===== src/rtl/word_fetch_assembler.sv =====
// Fetches one aligned 32-bit word from a byte-wide memory as four MOV/MOC handshakes.
// It assembles the bytes and then pulses le_o so the downstream register captures word_o.
module word_fetch_assembler #(
  parameter int ADDR_WIDTH = 32,
  parameter bit BIG_ENDIAN = 1'b1,
  parameter int MAX_WAIT   = 15
) (
  input  logic                  clk,
  input  logic                  rst_n,
  input  logic                  start_i,
  input  logic [ADDR_WIDTH-1:0] addr_i,
  output logic [ADDR_WIDTH-1:0] mem_addr_o,
  output logic                  mov_o,
  input  logic                  moc_i,
  input  logic [7:0]            mem_data_i,
  output logic [31:0]           word_o,
  output logic                  le_o,
  output logic                  busy_o,
  output logic                  err_o
);

  localparam int WW = (MAX_WAIT > 1) ? $clog2(MAX_WAIT + 1) : 1;
  localparam logic [WW-1:0] WAIT_LAST = WW'((MAX_WAIT > 0) ? (MAX_WAIT - 1) : 0);

  typedef enum logic [2:0] {IDLE, REQ, REL, DONE, ERR} state_t;

  state_t                  state_q;
  logic [1:0]              cnt_q;
  logic [WW-1:0]           wait_q;
  logic [31:0]             asm_q;
  logic [31:0]             asm_d;
  logic [31:0]             word_q;
  logic [ADDR_WIDTH-1:0]   mem_addr_q;
  logic                    mov_q;
  logic                    le_q;
  logic                    busy_q;
  logic                    err_q;
  logic [1:0]              lane;
  logic                    timeout;

  // Big-endian puts the first byte fetched in the top lane (3 - cnt == ~cnt).
  assign lane    = BIG_ENDIAN ? ~cnt_q : cnt_q;
  assign timeout = (MAX_WAIT != 0) && (wait_q == WAIT_LAST);

  always_comb begin
    asm_d = asm_q;
    asm_d[{lane, 3'b000} +: 8] = mem_data_i;
  end

  always_ff @(posedge clk or negedge rst_n) begin
    if (!rst_n) begin
      state_q    <= IDLE;
      cnt_q      <= '0;
      wait_q     <= '0;
      asm_q      <= '0;
      word_q     <= '0;
      mem_addr_q <= '0;
      mov_q      <= 1'b0;
      le_q       <= 1'b0;
      busy_q     <= 1'b0;
      err_q      <= 1'b0;
    end else begin
      case (state_q)
        IDLE: begin
          if (start_i) begin
            busy_q <= 1'b1;
            if (addr_i[1:0] == 2'b00) begin
              mem_addr_q <= addr_i;
              cnt_q      <= '0;
              wait_q     <= '0;
              mov_q      <= 1'b1;
              state_q    <= REQ;
            end else begin
              err_q   <= 1'b1;
              state_q <= ERR;
            end
          end
        end
        REQ: begin
          if (moc_i) begin
            asm_q   <= asm_d;
            mov_q   <= 1'b0;
            wait_q  <= '0;
            state_q <= REL;
          end else if (timeout) begin
            mov_q   <= 1'b0;
            err_q   <= 1'b1;
            state_q <= ERR;
          end else begin
            wait_q <= wait_q + 1'b1;
          end
        end
        REL: begin
          if (!moc_i) begin
            if (cnt_q != 2'd3) begin
              cnt_q      <= cnt_q + 2'd1;
              mem_addr_q <= mem_addr_q + 1'b1;
              wait_q     <= '0;
              mov_q      <= 1'b1;
              state_q    <= REQ;
            end else begin
              word_q  <= asm_q;
              le_q    <= 1'b1;
              state_q <= DONE;
            end
          end else if (timeout) begin
            err_q   <= 1'b1;
            state_q <= ERR;
          end else begin
            wait_q <= wait_q + 1'b1;
          end
        end
        DONE: begin
          le_q    <= 1'b0;
          busy_q  <= 1'b0;
          state_q <= IDLE;
        end
        ERR: begin
          err_q   <= 1'b0;
          mov_q   <= 1'b0;
          busy_q  <= 1'b0;
          state_q <= IDLE;
        end
        default: state_q <= IDLE;
      endcase
    end
  end

  assign mem_addr_o = mem_addr_q;
  assign mov_o      = mov_q;
  assign word_o     = word_q;
  assign le_o       = le_q;
  assign busy_o     = busy_q;
  assign err_o      = err_q;

endmodule

===== config.mk =====
export PLATFORM = sky130hd
export DESIGN_NAME = word_fetch_assembler
export DESIGN_NICKNAME = d
export VERILOG_FILES = /design/src/rtl/word_fetch_assembler.sv
export SDC_FILE = /design/constraint.sdc
export NUM_CORES = 1
export LEC_CHECK = 0
export CAP_MARGIN = 10
export CORE_MARGIN = 5
export CORE_UTILIZATION = 56
export DETAILED_ROUTE_END_ITERATION = 10
export PLACE_DENSITY_LB_ADDON = 0.25
export RECOVER_POWER = 100
export SYNTH_ARGS = -nofsm -noshare
export SYNTH_HDL_FRONTEND = slang
export SYNTH_SLANG_ARGS = --single-unit

===== constraint.sdc =====
create_clock -name clk -period 4.61 [get_ports clk]
set_input_delay 1.1525 -clock clk [delete_from_list [all_inputs] [get_ports clk]]
set_output_delay 1.1525 -clock clk [all_outputs]
set_load 0.01 [all_outputs]

==> metrics.log <==
[metrics] number of nets in the synthesized netlist: 620
[metrics] NumNets Final: 718
[metrics] critical path data arrival time: 3.79 ns
[metrics] Worst-Skew Late Latency: 0.38 ns
[metrics] Cell Area, Placed: 6600 µm²
[metrics] sequential fraction of design power: 49.4%
[metrics] floorplan die height: 108 µm
[metrics] most utilized layer in the global route result: met2
[metrics] Hold Path Stages: 2
[metrics] Post-Layout Cell Count: 800
[metrics] R2R cell count: 4
[metrics] Layout Area Growth over Synthesis: 25.0%
[metrics] actual slew at the worst max-slew pin: 2.24 ns
[metrics] # diodes: 0
[metrics] number of buffers inserted by port buffering: 111
[metrics] Iteration-0 DRC Markers: 406
[metrics] top cells by area, synth: dfrtp_1, nand2_1, mux2_2
[metrics] worst vdd ir: 0.254 mV
[metrics] most used flip-flop cell after synthesis: dfrtp_1
[metrics] Clock Tree Buf Depth: 2
[metrics] net switching power of the design: 1.15 mW
[metrics] fraction of final layout cells sized beyond drive strength 1: 9.84%
[metrics] total global routing overflow: 0
[metrics] total routed wirelength: 13600 µm
[metrics] wire length of the first global-routing pass: 22800 µm
[metrics] maxcap violations: 2
[metrics] buffers inserted during post-CTS setup optimization: 0
[metrics] clock slew at the register clock pins of the worst setup and hold paths: 0.10 ns
[metrics] number of standard-cell rows in the floorplan: 35
[metrics] via count: 4745
[metrics] RR Endpoint: word_o[4]
[metrics] final hold violation count: 0
[metrics] global-route met1 utilization: 34.4%
[metrics] worst min-delay path category: reg2reg
[metrics] met2 routing resource usage after global routing: 39.4%
[metrics] pin count of the biggest net entering global routing: 66
[metrics] proportion of register bits with asynchronous set or reset after synthesis: 100%
[metrics] post-detailed-placement half-perimeter wirelength: 9810 µm
[metrics] launching element type of the critical path: input pin
[metrics] failing checks: max-capacitance violations, max-slew violations
[metrics] I/O pin cnt: 112
[metrics] worst setup skew after layout: 0.0190 ns
[metrics] vias in the first global route: 4517
[metrics] number of vias per cell: 5.93
[metrics] combinational power share: 31.3%
[metrics] final cell area excluding filler cells: 6770 µm²
[metrics] cell types with the highest counts after synthesis: dfrtp_1, nand2_1, o21ai_0
[metrics] standard cell core area: 9330 µm²
[metrics] number of clock buffers inserted by TritonCTS: 9
[metrics] number of iterations in the first detailed-routing pass: 5
[metrics] initial antenna violation count: 0
[metrics] Gate Count Post-Synth: 568
[metrics] clock period minus final worst setup slack: 3.54 ns
[metrics] result of the run: finished with violations
[metrics] Static Leak: 2.90 nW
[metrics] EDFF count, synth: 0
[metrics] cell type with the highest aggregate area in the netlist: dfrtp_1
[metrics] clock network fraction of design power: 19.3%
[metrics] timing endpoint of the critical path: word_o[4]
[metrics] share of the clock period used by the worst path after layout: 76.7%
[metrics] CTS sink cnt: 109
[metrics] Int Power: 1.84 mW
[metrics] number of register bits inferred by synthesis: 109
[metrics] TritonCTS clock tree: done
[metrics] unrepaired setup endpoints after global routing: false
[metrics] number of levels the H-tree was split into: 3
[metrics] share of the yosys chip area belonging to registers: 50.4%
[metrics] sw frac: 38.6%
[metrics] power density cells: 442 nW/µm²
[metrics] width of the chip: 108 µm
[metrics] highest achievable clock rate: 0.283 GHz
[metrics] Crit path required time: 4.87 ns
[metrics] DR DRC count: 0
[metrics] worst setup path start: moc_i
[metrics] GR Util met3: 4.24%
[metrics] count of different cell masters after synthesis: 54
[metrics] total routing usage reported by global routing: 24.2%
[metrics] hold buffers post-CTS: 0
[metrics] top cell type's share of synthesized area: 50.4%
[metrics] Synthesis Warnings: 0
[metrics] worst-case headroom to the max-slew limit: -49.1%
[metrics] root buffer selected by CTS: clkbuf_8
[metrics] Worst R2R Setup Slack: 1.76 ns
[metrics] Mean Syn Cell Area: 9.53 µm²
[metrics] cell total after placement: 784
[metrics] Slew Limit Fails: 111
[metrics] die outline area: 11700 µm²
[metrics] average wire per standard cell: 17.0 µm
[metrics] largest driver fanout on the critical path: 24
[metrics] Netlist Area Pre-Place: 5420 µm²
[metrics] Reg2Reg Launch Point: state_q[1]
[metrics] initial cell density of the core: 58.1%
[metrics] category of the most critical setup path: in2reg
[metrics] setup TNS after final layout: 0 ns
[metrics] final weighted congestion in routability-driven placement: 0.869
[metrics] Post-Route Hold Slack: 0.495 ns
[metrics] post_cts resized: 0
[metrics] Final setup violation count: 0
[metrics] most common cell in the synthesized netlist: dfrtp_1
[metrics] ANT nets after route: 0
[metrics] category of the worst setup path capture point: flip-flop
[cells by family (layout without fill, tap and decap cells)]
group,Yosys count,in the layout,synth area share (%)
AND/OR/NAND/NOR,222,222,19.8
AO/OA/AOI/OAI,155,155,17.6
flip-flops,109,109,50.4
buffers and inverters,42,145,3.72
multiplexers,32,32,6.65
adder cells (fa/ha/maj),8,8,1.85
[area by class of cell]
cell class	instances	area, µm²
Clock buffer	9	124
Clock inverter	7	77.6
Fill cell	721	2560
Inverter	9	33.8
Multi-Input combinational cell	417	2480
Sequential cell	109	2730
Tap cell	129	161
Timing Repair Buffer	120	1160
[metrics by stage]
stage               utilization, %  total power [mW]  setup WS, ns
floorplan                        -              1.98          1.96
global placement              70.7              2.45          1.38
detailed placement            70.7              2.48          1.28
CTS                           72.9              3.06          1.67
global route                  72.5              3.19         0.920
finish                        72.5              2.99          1.07
[registers in the layout, indices dropped and copies added, names as in the netlist, 2 cells and up]
| name | count |
|---|---|
| wait_q | 4 |
| cnt_q | 2 |
| asm_q | 32 |
| word_o | 32 |
| state_q | 3 |
| mem_addr_o | 32 |
[how the worst min path moves through the flow]
stage	from	slack, ns	to
2_1_floorplan	asm_q[0]	0.44	asm_q[0]
3_3_place_gp	asm_q[16]	0.46	asm_q[16]
4_1_cts	asm_q[12]	0.49	asm_q[12]
6_report	asm_q[7]	0.49	asm_q[7]
5_1_grt	asm_q[25]	0.52	word_o[25]
3_5_place_dp	asm_q[12]	0.47	asm_q[12]
[power groups by stage]
| stage | clock (mW) | sequential, mW | combinational (mW) |
|---|---|---|---|
| after floorplan | 0 | 1.46 | 0.524 |
| after global placement | 0 | 1.48 | 0.971 |
| after detailed placement | 0 | 1.49 | 0.994 |
| after CTS | 0.587 | 1.47 | 1.00 |
| after global routing | 0.629 | 1.52 | 1.05 |
| final | 0.578 | 1.48 | 0.938 |
[routing by layer]
layer  share of wire [%]  routed length, µm
met5                   0                  0
met2                  49               6700
met3                 6.9                933
met4                 1.1                155
met1                  43               5820
[cells in the final DEF (no fill, tap or decap), types with 5 or more instances in the layout]
cell and count:
clkdlybuf4s50_1 40, a2bb2oi_1 6, a31oi_1 5, a211oi_1 6
ha_1 8, a311oi_1 5, nor4_1 6, mux2_2 31
dlygate4sd3_1 70, dfrtp_1 109, a21oi_1 40, o21ai_0 56
nor3_1 12, nand2_1 100, nor3b_1 5, nor2_1 32
clkbuf_8 9, inv_1 9, nand3_1 20, nand4_1 15
o22ai_1 6, or3_1 5
[critical path, stage by stage]
cell and delay [ns]:
dlygate4sd3_1 0.64, nor4b_1 0.58, clkbuf_1 0.98, mux2_2 0.43
(Power assumes the default switching activity.)
